--- src/rtl/dvi_pkg.sv ---
// ---------------------------------------------------------------------------
// dvi_pkg
// Shared definitions for the DVI capture controller:
//   - default widths of the pixel (H) and line (V) counters
//   - controller state encoding
// ---------------------------------------------------------------------------
package dvi_pkg;

  localparam int H_W_DEFAULT = 12;
  localparam int V_W_DEFAULT = 11;

  typedef enum logic [1:0] {
    ST_IDLE    = 2'd0,
    ST_MEASURE = 2'd1,
    ST_ARMED   = 2'd2,
    ST_CAPTURE = 2'd3
  } dvi_state_t;

endpackage

--- src/rtl/dvi_geom_meas.sv ---
// ---------------------------------------------------------------------------
// dvi_geom_meas
// Measures DE geometry: length of the current DE-high run, length of the last
// completed run, and the number of completed runs (lines) since 'clear'.
// All counters saturate at all-ones; 'sat' is sticky until the next clear.
//
// Ports:
//   clk, rst_n  : clock, asynchronous active-low reset
//   clear       : restart measurement (frame start)
//   de          : registered data enable
//   de_fall     : DE falling edge (from registered copies)
//   run_cnt     : pixels of the current run so far (0 on the first DE cycle)
//   h_last      : length of the most recently completed run
//   line_cnt    : completed runs since clear
//   sat         : a counter hit its all-ones value since clear
// ---------------------------------------------------------------------------
module dvi_geom_meas #(
  parameter int H_W = 12,
  parameter int V_W = 11
) (
  input  logic           clk,
  input  logic           rst_n,
  input  logic           clear,
  input  logic           de,
  input  logic           de_fall,
  output logic [H_W-1:0] run_cnt,
  output logic [H_W-1:0] h_last,
  output logic [V_W-1:0] line_cnt,
  output logic           sat
);

  localparam logic [H_W-1:0] H_MAX = '1;
  localparam logic [V_W-1:0] V_MAX = '1;

  logic [H_W-1:0] run_cnt_reg;
  logic [H_W-1:0] h_last_reg;
  logic [V_W-1:0] line_cnt_reg;
  logic           sat_reg;

  always_ff @(posedge clk or negedge rst_n) begin
    if (!rst_n) begin
      run_cnt_reg  <= '0;
      h_last_reg   <= '0;
      line_cnt_reg <= '0;
      sat_reg      <= 1'b0;
    end else if (clear) begin
      run_cnt_reg  <= '0;
      h_last_reg   <= '0;
      line_cnt_reg <= '0;
      sat_reg      <= 1'b0;
    end else if (de_fall) begin
      // de is low on a falling edge, so the run restarts from zero here
      run_cnt_reg <= '0;
      h_last_reg  <= run_cnt_reg;
      if (line_cnt_reg == V_MAX) begin
        sat_reg <= 1'b1;
      end else begin
        line_cnt_reg <= line_cnt_reg + 1'b1;
      end
    end else if (de) begin
      if (run_cnt_reg == H_MAX) begin
        sat_reg <= 1'b1;
      end else begin
        run_cnt_reg <= run_cnt_reg + 1'b1;
      end
    end
  end

  assign run_cnt  = run_cnt_reg;
  assign h_last   = h_last_reg;
  assign line_cnt = line_cnt_reg;
  assign sat      = sat_reg;

endmodule

--- src/rtl/dvi_capture_ctrl.sv ---
// ---------------------------------------------------------------------------
// dvi_capture_ctrl
// Measures incoming DVI frame geometry and, on request, streams one frame of
// pixel write strobes with pixel/line coordinates to a frame writer.
//
// Ports:
//   odck_in     : pixel clock (only clock)
//   rst         : asynchronous active-low reset
//   scdt_in     : receiver sync-detect; low forces IDLE
//   de_in       : data enable
//   vsync_in    : vertical sync, active-high
//   capture_req : one-cycle request to capture the next frame
//   locked      : geometry measured and valid
//   h_active    : measured pixels per line
//   v_active    : measured lines per frame
//   wr_en       : pixel write strobe (registered DE while capturing)
//   pix_x       : pixel coordinate of the current wr_en
//   line_y      : line coordinate of the current wr_en
//   frame_done  : one-cycle pulse at the end of a captured frame
//   abort       : one-cycle pulse when a capture is lost
//
// Build option: DVI_CAPTURE_STABLE_CHECK_EN -- when defined, two consecutive
// identical measured frames are needed before locking.
// ---------------------------------------------------------------------------
module dvi_capture_ctrl
  import dvi_pkg::*;
#(
  parameter int H_W = H_W_DEFAULT,
  parameter int V_W = V_W_DEFAULT
) (
  input  logic           odck_in,
  input  logic           rst,
  input  logic           scdt_in,
  input  logic           de_in,
  input  logic           vsync_in,
  input  logic           capture_req,
  output logic           locked,
  output logic [H_W-1:0] h_active,
  output logic [V_W-1:0] v_active,
  output logic           wr_en,
  output logic [H_W-1:0] pix_x,
  output logic [V_W-1:0] line_y,
  output logic           frame_done,
  output logic           abort
);

  dvi_state_t     state_reg, state_next;
  logic           de_reg, de_d_reg, vsync_reg, vsync_d_reg;
  logic           locked_reg, locked_next;
  logic [H_W-1:0] h_active_reg, h_active_next;
  logic [V_W-1:0] v_active_reg, v_active_next;
  logic           frame_done_reg, frame_done_next;
  logic           abort_reg, abort_next;
  logic           pending_reg, pending_next;
  // Set when MEASURE is entered mid-frame: the partial frame must not lock.
  logic           dirty_reg, dirty_next;

  logic           de_fall, vs_rise, frame_ok, lock_now;
  logic [H_W-1:0] run_cnt, h_last;
  logic [V_W-1:0] line_cnt;
  logic           sat;

  assign de_fall = de_d_reg & ~de_reg;
  assign vs_rise = vsync_reg & ~vsync_d_reg;

  // One counter set serves both measuring and the per-line check in CAPTURE;
  // every vsync starts a fresh frame.
  dvi_geom_meas #(.H_W(H_W), .V_W(V_W)) u_meas (
    .clk      (odck_in),
    .rst_n    (rst),
    .clear    (vs_rise),
    .de       (de_reg),
    .de_fall  (de_fall),
    .run_cnt  (run_cnt),
    .h_last   (h_last),
    .line_cnt (line_cnt),
    .sat      (sat)
  );

  assign frame_ok = !dirty_reg && !sat && (h_last != '0) && (line_cnt != '0);

`ifdef DVI_CAPTURE_STABLE_CHECK_EN
  logic [H_W-1:0] cand_h_reg, cand_h_next;
  logic [V_W-1:0] cand_v_reg, cand_v_next;
  logic           cand_valid_reg, cand_valid_next;

  assign lock_now = frame_ok && cand_valid_reg &&
                    (cand_h_reg == h_last) && (cand_v_reg == line_cnt);

  // Candidate geometry from the previous measured frame; any invalid or
  // differing frame restarts the comparison.
  always_comb begin
    cand_h_next     = cand_h_reg;
    cand_v_next     = cand_v_reg;
    cand_valid_next = cand_valid_reg;
    if (!scdt_in || state_reg != ST_MEASURE) begin
      cand_valid_next = 1'b0;
    end else if (vs_rise) begin
      if (frame_ok && !lock_now) begin
        cand_h_next     = h_last;
        cand_v_next     = line_cnt;
        cand_valid_next = 1'b1;
      end else begin
        cand_valid_next = 1'b0;
      end
    end
  end

  always_ff @(posedge odck_in or negedge rst) begin
    if (!rst) begin
      cand_h_reg     <= '0;
      cand_v_reg     <= '0;
      cand_valid_reg <= 1'b0;
    end else begin
      cand_h_reg     <= cand_h_next;
      cand_v_reg     <= cand_v_next;
      cand_valid_reg <= cand_valid_next;
    end
  end
`else
  assign lock_now = frame_ok;
`endif

  always_comb begin
    state_next      = state_reg;
    locked_next     = locked_reg;
    h_active_next   = h_active_reg;
    v_active_next   = v_active_reg;
    frame_done_next = 1'b0;
    abort_next      = 1'b0;
    pending_next    = pending_reg;
    dirty_next      = vs_rise ? 1'b0 : dirty_reg;

    if (capture_req && state_reg != ST_IDLE) begin
      pending_next = 1'b1;
    end

    if (!scdt_in) begin
      state_next   = ST_IDLE;
      locked_next  = 1'b0;
      pending_next = 1'b0;
      dirty_next   = 1'b0;
      abort_next   = (state_reg == ST_CAPTURE);
    end else begin
      unique case (state_reg)
        ST_IDLE: begin
          if (vs_rise) state_next = ST_MEASURE;
        end
        ST_MEASURE: begin
          if (vs_rise && lock_now) begin
            state_next    = ST_ARMED;
            locked_next   = 1'b1;
            h_active_next = h_last;
            v_active_next = line_cnt;
          end
        end
        ST_ARMED: begin
          if (vs_rise && pending_reg) begin
            state_next   = ST_CAPTURE;
            pending_next = 1'b0;
          end
        end
        ST_CAPTURE: begin
          // A wrong-length line or a vsync before the last line loses the frame.
          if ((de_fall && run_cnt != h_active_reg) || vs_rise) begin
            state_next   = ST_MEASURE;
            locked_next  = 1'b0;
            abort_next   = 1'b1;
            pending_next = 1'b0;
            dirty_next   = !vs_rise;
          end else if (de_fall && line_cnt == v_active_reg - 1'b1) begin
            state_next      = ST_ARMED;
            frame_done_next = 1'b1;
          end
        end
        default: state_next = ST_IDLE;
      endcase
    end
  end

  always_ff @(posedge odck_in or negedge rst) begin
    if (!rst) begin
      state_reg      <= ST_IDLE;
      de_reg         <= 1'b0;
      de_d_reg       <= 1'b0;
      vsync_reg      <= 1'b0;
      vsync_d_reg    <= 1'b0;
      locked_reg     <= 1'b0;
      h_active_reg   <= '0;
      v_active_reg   <= '0;
      frame_done_reg <= 1'b0;
      abort_reg      <= 1'b0;
      pending_reg    <= 1'b0;
      dirty_reg      <= 1'b0;
    end else begin
      state_reg      <= state_next;
      de_reg         <= de_in;
      de_d_reg       <= de_reg;
      vsync_reg      <= vsync_in;
      vsync_d_reg    <= vsync_reg;
      locked_reg     <= locked_next;
      h_active_reg   <= h_active_next;
      v_active_reg   <= v_active_next;
      frame_done_reg <= frame_done_next;
      abort_reg      <= abort_next;
      pending_reg    <= pending_next;
      dirty_reg      <= dirty_next;
    end
  end

  // Write strobe follows registered DE with no extra delay.
  assign wr_en      = (state_reg == ST_CAPTURE) && de_reg;
  assign pix_x      = (state_reg == ST_CAPTURE) ? run_cnt : '0;
  assign line_y     = (state_reg == ST_CAPTURE) ? line_cnt : '0;
  assign locked     = locked_reg;
  assign h_active   = h_active_reg;
  assign v_active   = v_active_reg;
  assign frame_done = frame_done_reg;
  assign abort      = abort_reg;

endmodule

--- config.mk ---
export PLATFORM = sky130hd
export DESIGN_NAME = dvi_capture_ctrl
export DESIGN_NICKNAME = d
export VERILOG_FILES = /design/src/rtl/dvi_pkg.sv /design/src/rtl/dvi_geom_meas.sv /design/src/rtl/dvi_capture_ctrl.sv
export SDC_FILE = /design/constraint.sdc
export NUM_CORES = 1
export LEC_CHECK = 0
export BUFFER_PORTS_ARGS = -buffer_cell sky130_fd_sc_hd__buf_2
export CORE_MARGIN = 1.5
export CORE_UTILIZATION = 55
export CTS_BUF_LIST = sky130_fd_sc_hd__clkbuf_16
export DETAILED_ROUTE_END_ITERATION = 16
export GPL_TIMING_DRIVEN = 0
export PLACE_DENSITY = 0.83
export SETUP_SLACK_MARGIN = 0.5
export SYNTH_ARGS = -nofsm -noshare
export SYNTH_HDL_FRONTEND = slang
export SYNTH_SLANG_ARGS = --single-unit
--- constraint.sdc ---
create_clock -name odck_in -period 2.8 [get_ports odck_in]
set_clock_uncertainty 0.15 [all_clocks]
set_input_delay 0.56 -clock odck_in [delete_from_list [all_inputs] [get_ports odck_in]]
set_output_delay 0.56 -clock odck_in [all_outputs]
set_load 0.03 [all_outputs]
==> results of run 1 <==
-- path summary, 6_finish.rpt --
path                                         start  slack (ns)                             end
setup / recovery           v_active[0]$_DFFE_PN0P_        0.51            frame_done$_DFF_PN0_
max in group asynchronous                      rst        1.67  u_meas.line_cnt[0]$_DFFE_PN0P_
hold / removal                                 rst        0.18   u_meas.run_cnt[3]$_DFFE_PN0P_
hold reg to reg                vsync_reg$_DFF_PN0_        0.26           vsync_d_reg$_DFF_PN0_
min in group odck_in                      vsync_in        0.18             vsync_reg$_DFF_PN0_
setup reg to reg           v_active[0]$_DFFE_PN0P_        0.51            frame_done$_DFF_PN0_
-- per-layer routing --
metal	vias to the layer above	wire length [µm]	part of all wire
met4	0	206	0.021
met5	-	0	0
met3	19	596	0.062
met2	125	4760	0.50
li1	1510	-	-
met1	1566	4040	0.42
-- metrics by stage --
step	instances	total power [mW]	cell area (µm²)	worst slack, ns
after floorplan	388	1.35	3840	0.516
after global placement	539	1.45	4240	0.339
after detailed placement	539	1.47	4240	0.267
after CTS	556	2.76	4610	0.484
after global routing	568	2.91	4730	0.458
final	568	2.80	4730	0.508
-- kinds of logic after synthesis --
group / share of synthesized area
adders and majority gates: 0.0130
muxes: 0.0921
and+or+nand+nor: 0.228
AOI/OAI and AO/OA: 0.0768
buffers and inverters: 0.0433
DFF: 0.456
xor gates and xnor gates: 0.0911
-- worst reg2reg max path: stages, from the launching register on --
cell and delay [ns]:
dfrtp_1 0.40, inv_2 0.09, ha_4 0.16, nor4b_4 0.30
buf_4 0.18, nor2b_2 0.14, xnor2_1 0.14, nand3_1 0.13
a211oi_2 0.34, and3b_1 0.20
-- power breakdown --
| part | internal (mW) | leakage [nW] | total [mW] | switching, mW |
|---|---|---|---|---|
| registers | 1.05 | 0.949 | 1.10 | 0.0430 |
| logic | 0.148 | 1.35 | 0.415 | 0.267 |
| clock network | 0.864 | 0.164 | 1.29 | 0.424 |
| total | 2.07 | 2.46 | 2.80 | 0.734 |
-- repair_timing --
action | 4_1_cts | 5_1_grt
pin swaps | 0 | 3
gates resized for setup | 6 | 13
setup buffers | 1 | 12
hold buffers | 0 | 0
setup endpoints to repair | 24 | 25
-- cells in the final DEF (no fill, tap or decap), types with 3 or more instances in the layout --
master and instances:
inv_1 9, a21oi_1 20, nand4_1 7, xor2_1 25, a31oi_1 3, bufinv_16 3, mux2_4 18, nand3_1 13
clkbuf_1 11, nand2_1 40, clkbuf_2 6, nor4_1 8, buf_6 3, o21ai_0 7, clkbuf_16 9, nor2_1 38
buf_2 59, nor3_1 6, and3_1 23, nor2b_1 6, ha_1 3, nor3b_1 4, mux2i_1 5, xnor2_1 15
mux2_2 3, buf_4 14, dfrtp_1 69
-- layout make-up --
class / count / area [µm²]
fill: 494 / 2060
multi-input combinational: 282 / 1970
sequential: 70 / 1750
timing repair buffer: 68 / 375
clock buffer: 9 / 225
buffer: 26 / 138
tap: 96 / 120
clock inverter: 7 / 114
inverter: 10 / 37.5
==> flow_metrics.py, run 1 <==
metrics = {
    "global_routing": {
        "met2_usage": 0.450,
        "grt_max_degree": 71,
        "grt_overflow": 0,
        "grt_use_met3": 0.0505,
        "antenna_found_initial": 0,
        "grtUsageMet1": 0.345,
        "grt_pass1_vias": 3085,
        "grt_pass1_wl_mm": 15.2,
        "grtUsageTotal": 0.268,
        "busiest_layer": "met2",
    },
    "flow_run": {
        "maxCapViolCount": 0,
    },
    "synthesis": {
        "synth_commonest_cells": "dfrtp_1 (70), nand2_1 (41), nor2_1 (38)",
        "synth.most_common_cell": "dfrtp_1",
        "synth_edf_count": 0,
        "synth-warning-count": 0,
        "synth_cell_type_count": 50,
        "synth_cells": 388,
        "synthTopCellsByArea": "dfrtp_1 (46%), mux2_4 (7.0%), xor2_1 (5.7%), nand2_1 (4.0%), and3_1 (3.7%)",
        "async_reset_ff_frac": 1.00,
        "yosys.area.top_type_share": 0.456,
        "synth-seq-cells": 70,
        "syn-num-nets": 398,
        "syn_area_per_cell_um2": 9.91,
        "yosysTopAreaCell": "dfrtp_1",
        "synthesis.area_mm2": 0.00384,
        "seq_area_frac_synth": 0.456,
        "synth_top_flop_cell": "dfrtp_1",
    },
    "setup_path": {
        "critical_path.cell_chain": "inv_2 -> ha_4 -> nor4b_4 -> buf_4 -> nor2b_2 -> xnor2_1 -> nand3_1 -> a211oi_2 -> and3b_1",
        "cp.depth": 9,
        "cpPeakStageDelay_ns": 0.40,
        "arrival_ns": 2.41,
        "crit_required_ns": 2.92,
        "crit_path_end_kind": "flop",
        "crit_family": "simple AND/OR/NAND/NOR gates",
        "rr_worst_depth": 9,
        "cp_max_fo": 5,
        "critPathSlowestCell": "dfrtp_1",
        "cp-start-kind": "flop",
        "worstSetupPathType": "flop to flop",
        "path_buf_inv": 2,
    },
    "timing": {
        "tightest_slew_ns": 0.891,
        "setup_tns_ns": 0,
        "max_freq_ghz": 0.436,
        "rsz0062_at_grt": "yes",
        "final-hold-violation-count": 0,
        "hold_slack_ns": 0.182,
        "setup_viol_count_final": 0,
        "period_needed_ns": 2.29,
        "max_slew_margin": 0.406,
        "drv_slew": 0,
        "period_share": 0.819,
    },
    "placement": {
        "port_buffers": 55,
        "gp_congestion": 0.818,
        "dp_hpwl_mm": 6.28,
    },
    "drt": {
        "wl_per_cell_um": 16.9,
        "route.vias.total": 3220,
        "final_antenna_net_count": 0,
        "routed_wl_mm": 9.61,
        "routed_via_density": 5.67,
        "drtIter0Drc": 312,
        "drc": 0,
        "dr.pass1.iters": 5,
    },
    "die": {
        "io_pins": 56,
        "std_cell_rows": 30,
        "dieWidth_um": 86.6,
        "core_area_mm2": 0.00679,
        "die-area_mm2": 0.00750,
        "initial_core_util": 0.566,
        "die_h_um": 86.6,
    },
    "pwr": {
        "leakagePower_nw": 2.46,
        "powerDensity_mw_per_mm2": 592,
        "peakVddDrop_mv": 0.378,
    },
    "cells_and_area": {
        "fin_nets": 477,
        "antenna_cells": 0,
        "final_util": 0.697,
        "area_growth_pct": 23.1,
        "drive_above_1_share": 0.282,
    },
    "clocking": {
        "clk_pin_slew_ns": 0.05,
        "cts-root-buf": "clkbuf_16",
        "cts_made_buffers": 9,
        "clockBufferDepth": 2,
        "clkSinkCount": 70,
        "cts_tree": "done",
        "clock_latency_ns": 0.33,
        "cts.htree.levels": 3,
    },
    "hold_path": {
        "hold_path_class": "input port to asynchronous set/reset pin",
    },
    "status": {
        "status": "finished clean",
    },
}
Note: power is estimated with default switching activity, not from simulation.
==> run 2, diff against run 1 <==
--- a/config.mk
+++ b/config.mk
@@ -5,6 +5,7 @@
 export SDC_FILE = /design/constraint.sdc
 export NUM_CORES = 1
 export LEC_CHECK = 0
+export ABC_AREA = 1
 export BUFFER_PORTS_ARGS = -buffer_cell sky130_fd_sc_hd__buf_2
 export CORE_MARGIN = 1.5
 export CORE_UTILIZATION = 55
==> constraint.sdc (replaced) <==
create_clock -name odck_in -period 2.25 [get_ports odck_in]
set_clock_uncertainty 0.15 [all_clocks]
set_input_delay 0.45 -clock odck_in [delete_from_list [all_inputs] [get_ports odck_in]]
set_output_delay 0.45 -clock odck_in [all_outputs]
set_load 0.03 [all_outputs]
==> run 2 against run 1 <==
Utilization is 20 points higher. Register-to-register slack worse by 0.46 ns. Hold slack worse by 0.12 ns. Synthesized area is 3.5% higher. Synthesized cell count is 45% higher. Cell count is 39% higher. Sequential cell count stayed put. Count of clock-buffer cells in the layout stayed put. Die area is 3.4% higher. Clock power is 5% higher. Via count is 62% higher. Non-clock buffer count is 34 higher.
==> flow_metrics.py, run 2 <==
metrics = {
    "status": {
        "status": "finished clean",
    },
    "clocking": {
        "hold_buffers": 0,
        "cts_tree": "done",
        "cts-root-buf": "clkbuf_16",
        "cts_made_buffers": 9,
        "clkSinkCount": 70,
        "cts.htree.levels": 3,
        "clockBufferDepth": 2,
        "clock_latency_ns": 0.35,
        "clk_pin_slew_ns": 0.07,
    },
    "setup_path": {
        "timing.critical_path.mode_cell": "nand2_1",
        "cp-start-kind": "flop",
        "path_buf_inv": 2,
        "crit_path_end_kind": "flop",
        "reg2reg_from": "u_meas.run_cnt[7]$_DFFE_PN0P_",
        "ff2ff_setup_slack_ns": 0.05,
        "critical_path.cell_chain": "inv_2 -> nand2_1 -> nand2_1 -> nor2_1 -> nand2_1 -> nor2_1 -> nand2_2 -> buf_4 -> nand3b_1 -> nand2_1 -> nand3_1 -> nand2_1",
        "cpPeakStageDelay_ns": 0.46,
        "arrival_ns": 2.27,
        "cp_max_fo": 6,
        "crit_family": "simple AND/OR/NAND/NOR gates",
        "rr_endpoint": "state_reg[0]$_DFFE_PN0P_",
        "critPathSlowestCell": "dfrtp_2",
        "crit_required_ns": 2.32,
        "worstSetupPathType": "flop to flop",
        "rr_worst_depth": 12,
    },
    "hold_path": {
        "hold_path_class": "input port to flop",
        "hold_end": "de_reg$_DFF_PN0_",
        "hp-start": "de_in",
        "holdPathStages": 1,
    },
    "drt": {
        "routed_via_density": 6.61,
        "drc": 0,
        "drtIter0Drc": 757,
        "route.vias.total": 5218,
        "wl_per_cell_um": 23.8,
        "dr.pass1.iters": 6,
        "routed_wl_mm": 18.8,
        "final_antenna_net_count": 0,
    },
    "timing": {
        "setup_tns_ns": 0,
        "period_needed_ns": 2.20,
        "tightest_slew_ns": 0.928,
        "max_slew_margin": 0.381,
        "setup_viol_count_final": 0,
        "hold_slack_ns": 0.0638,
        "rsz0062_at_grt": "yes",
        "drv_slew": 0,
        "max_freq_ghz": 0.454,
        "final-hold-violation-count": 0,
        "period_share": 0.980,
    },
    "global_routing": {
        "grt_overflow": 0,
        "grtUsageTotal": 0.344,
        "grt_pass1_wl_mm": 20.2,
        "grt_pass1_vias": 4199,
        "grt_max_degree": 71,
        "antenna_found_initial": 0,
    },
    "die": {
        "io_pins": 56,
        "initial_core_util": 0.576,
        "core_area_mm2": 0.00691,
        "die-area_mm2": 0.00776,
        "std_cell_rows": 30,
        "die_h_um": 88.1,
        "dieWidth_um": 88.1,
    },
    "synthesis": {
        "synth_cells": 563,
        "yosys.area.top_type_share": 0.440,
        "synth-warning-count": 0,
        "synth-seq-cells": 70,
        "synth_commonest_cells": "nand2_1 (170), nor2_1 (75), dfrtp_1 (70)",
        "async_reset_ff_frac": 1.00,
        "syn_area_per_cell_um2": 7.07,
        "synth_cell_type_count": 34,
        "synth_top_flop_cell": "dfrtp_1",
        "syn-num-nets": 573,
        "synthesis.area_mm2": 0.00398,
        "synth_edf_count": 0,
        "synth.most_common_cell": "nand2_1",
        "synthTopCellsByArea": "dfrtp_1 (44%), nand2_1 (16%), nor2_1 (7.1%), inv_1 (5.2%), o21ai_1 (4.1%)",
        "seq_area_frac_synth": 0.440,
        "yosysTopAreaCell": "dfrtp_1",
    },
    "cells_and_area": {
        "area_growth_pct": 55.7,
        "antenna_cells": 0,
        "drive_above_1_share": 0.481,
        "fin_nets": 699,
        "mostFrequentLayoutCell": "nand2_1",
        "final_cell_mix": "nand2_1 (125), dfrtp_1 (53), buf_4 (46), inv_1 (46), nor2_1 (39)",
    },
    "flow_run": {
        "maxCapViolCount": 0,
    },
    "pwr": {
        "clkPwrFrac": 0.361,
        "seqPwrFrac": 0.369,
        "switchingPower_mw": 1.31,
        "p_comb_frac": 0.270,
        "leakagePower_nw": 2.95,
        "peakVddDrop_mv": 0.769,
        "internal_power_mw": 2.44,
        "powerDensity_mw_per_mm2": 605,
        "swShare": 0.349,
    },
    "placement": {
        "gp_congestion": 0.899,
        "port_buffers": 55,
        "dp_hpwl_mm": 7.55,
    },
}
run 2: cell types whose count changed in the layout (fill, tap and decap cells not counted), moves of 18 or more:
cell / before / now
buf_2: 59 / 30
buf_6: 3 / 33
xor2_1: 25 / 6
buf_4: 14 / 46
nand2_2: 1 / 33
nor2_4: 0 / 24
inv_1: 9 / 46
o21ai_2: 0 / 21
nand2_1: 40 / 125
inv_2: 2 / 29
mux2_4: 18 / 0
o21ai_1: 0 / 19
and3_1: 23 / 0
run 2: repair_timing:
| item | CTS | global route |
|---|---|---|
| setup endpoints to repair | 85 | 76 |
| pin swaps | 18 | 28 |
| setup buffers | 25 | 29 |
| gates cloned | 2 | 4 |
| resized for setup | 119 | 166 |
run 2: layer usage:
layer / global-route usage / vias to the layer above / part of all wire / wire (µm)
met5: 0 / - / 0 / 0
met4: 0.216 / 0 / 0.097 / 1820
met3: 0.0726 / 193 / 0.13 / 2530
met2: 0.548 / 577 / 0.45 / 8380
met1: 0.428 / 2401 / 0.32 / 6080
li1: - / 2047 / - / -
run 2: kinds of logic after synthesis:
logic type	synth area share
adder cells (fa/ha/maj)	0.0126
AO/OA/AOI/OAI	0.114
AND/OR/NAND/NOR	0.321
flip-flops	0.440
XOR/XNOR	0.0176
buffers and inverters	0.0952
run 2: per-stage QoR:
step            util  cells  total power [mW]  setup WS, ns  area (µm²)
4_1_cts        0.770    757              3.33         0.321        5320
5_1_grt        0.897    790              3.80        0.0216        6200
6_report       0.897    790              3.75        0.0459        6200
3_5_place_dp   0.641    714              1.85         0.110        4420
2_1_floorplan      -    563              1.71         0.488        4030
3_3_place_gp   0.640    714              1.83         0.101        4420
run 2: worst max-delay path by stage:
stage / from / end / cells past startpoint
2_1_floorplan: state_reg[1]$_DFFE_PN0P_ / line_y[0] / 3
3_3_place_gp: rst / v_active[3]$_DFFE_PN0P_ / 1
3_5_place_dp: u_meas.line_cnt[1]$_DFFE_PN0P_ / v_active[9]$_DFFE_PN0P_ / 8
4_1_cts: state_reg[0]$_DFFE_PN0P_ / line_y[8] / 4
5_1_grt: u_meas.run_cnt[1]$_DFFE_PN0P_ / state_reg[0]$_DFFE_PN0P_ / 12
6_report: u_meas.run_cnt[7]$_DFFE_PN0P_ / state_reg[0]$_DFFE_PN0P_ / 12
run 2: worst reg2reg max path, stage by stage (launching register included):
cell and delay (ns):
dfrtp_2 0.46, inv_2 0.15, nand2_1 0.11, nand2_1 0.09, nor2_1 0.15, nand2_1 0.08, nor2_1 0.16, nand2_2 0.15
buf_4 0.18, nand3b_1 0.12, nand2_1 0.09, nand3_1 0.11, nand2_1 0.08
run 2: cell type report:
class	count	area, µm²
multi-input cells	396	2490
flip-flops and latches	70	1770
inverters	84	345
plain buffers	13	151
fillers	276	709
repair buffers	115	1050
clock buffers	9	225
well taps	96	120
clock inverters	7	43.8
run 2: power groups by stage:
stage	registers (mW)	clock network, mW	logic, mW
6_report	1.38	1.35	1.01
5_1_grt	1.38	1.37	1.04
4_1_cts	1.36	1.28	0.685
3_5_place_dp	1.38	0	0.470
3_3_place_gp	1.38	0	0.455
2_1_floorplan	1.38	0	0.323
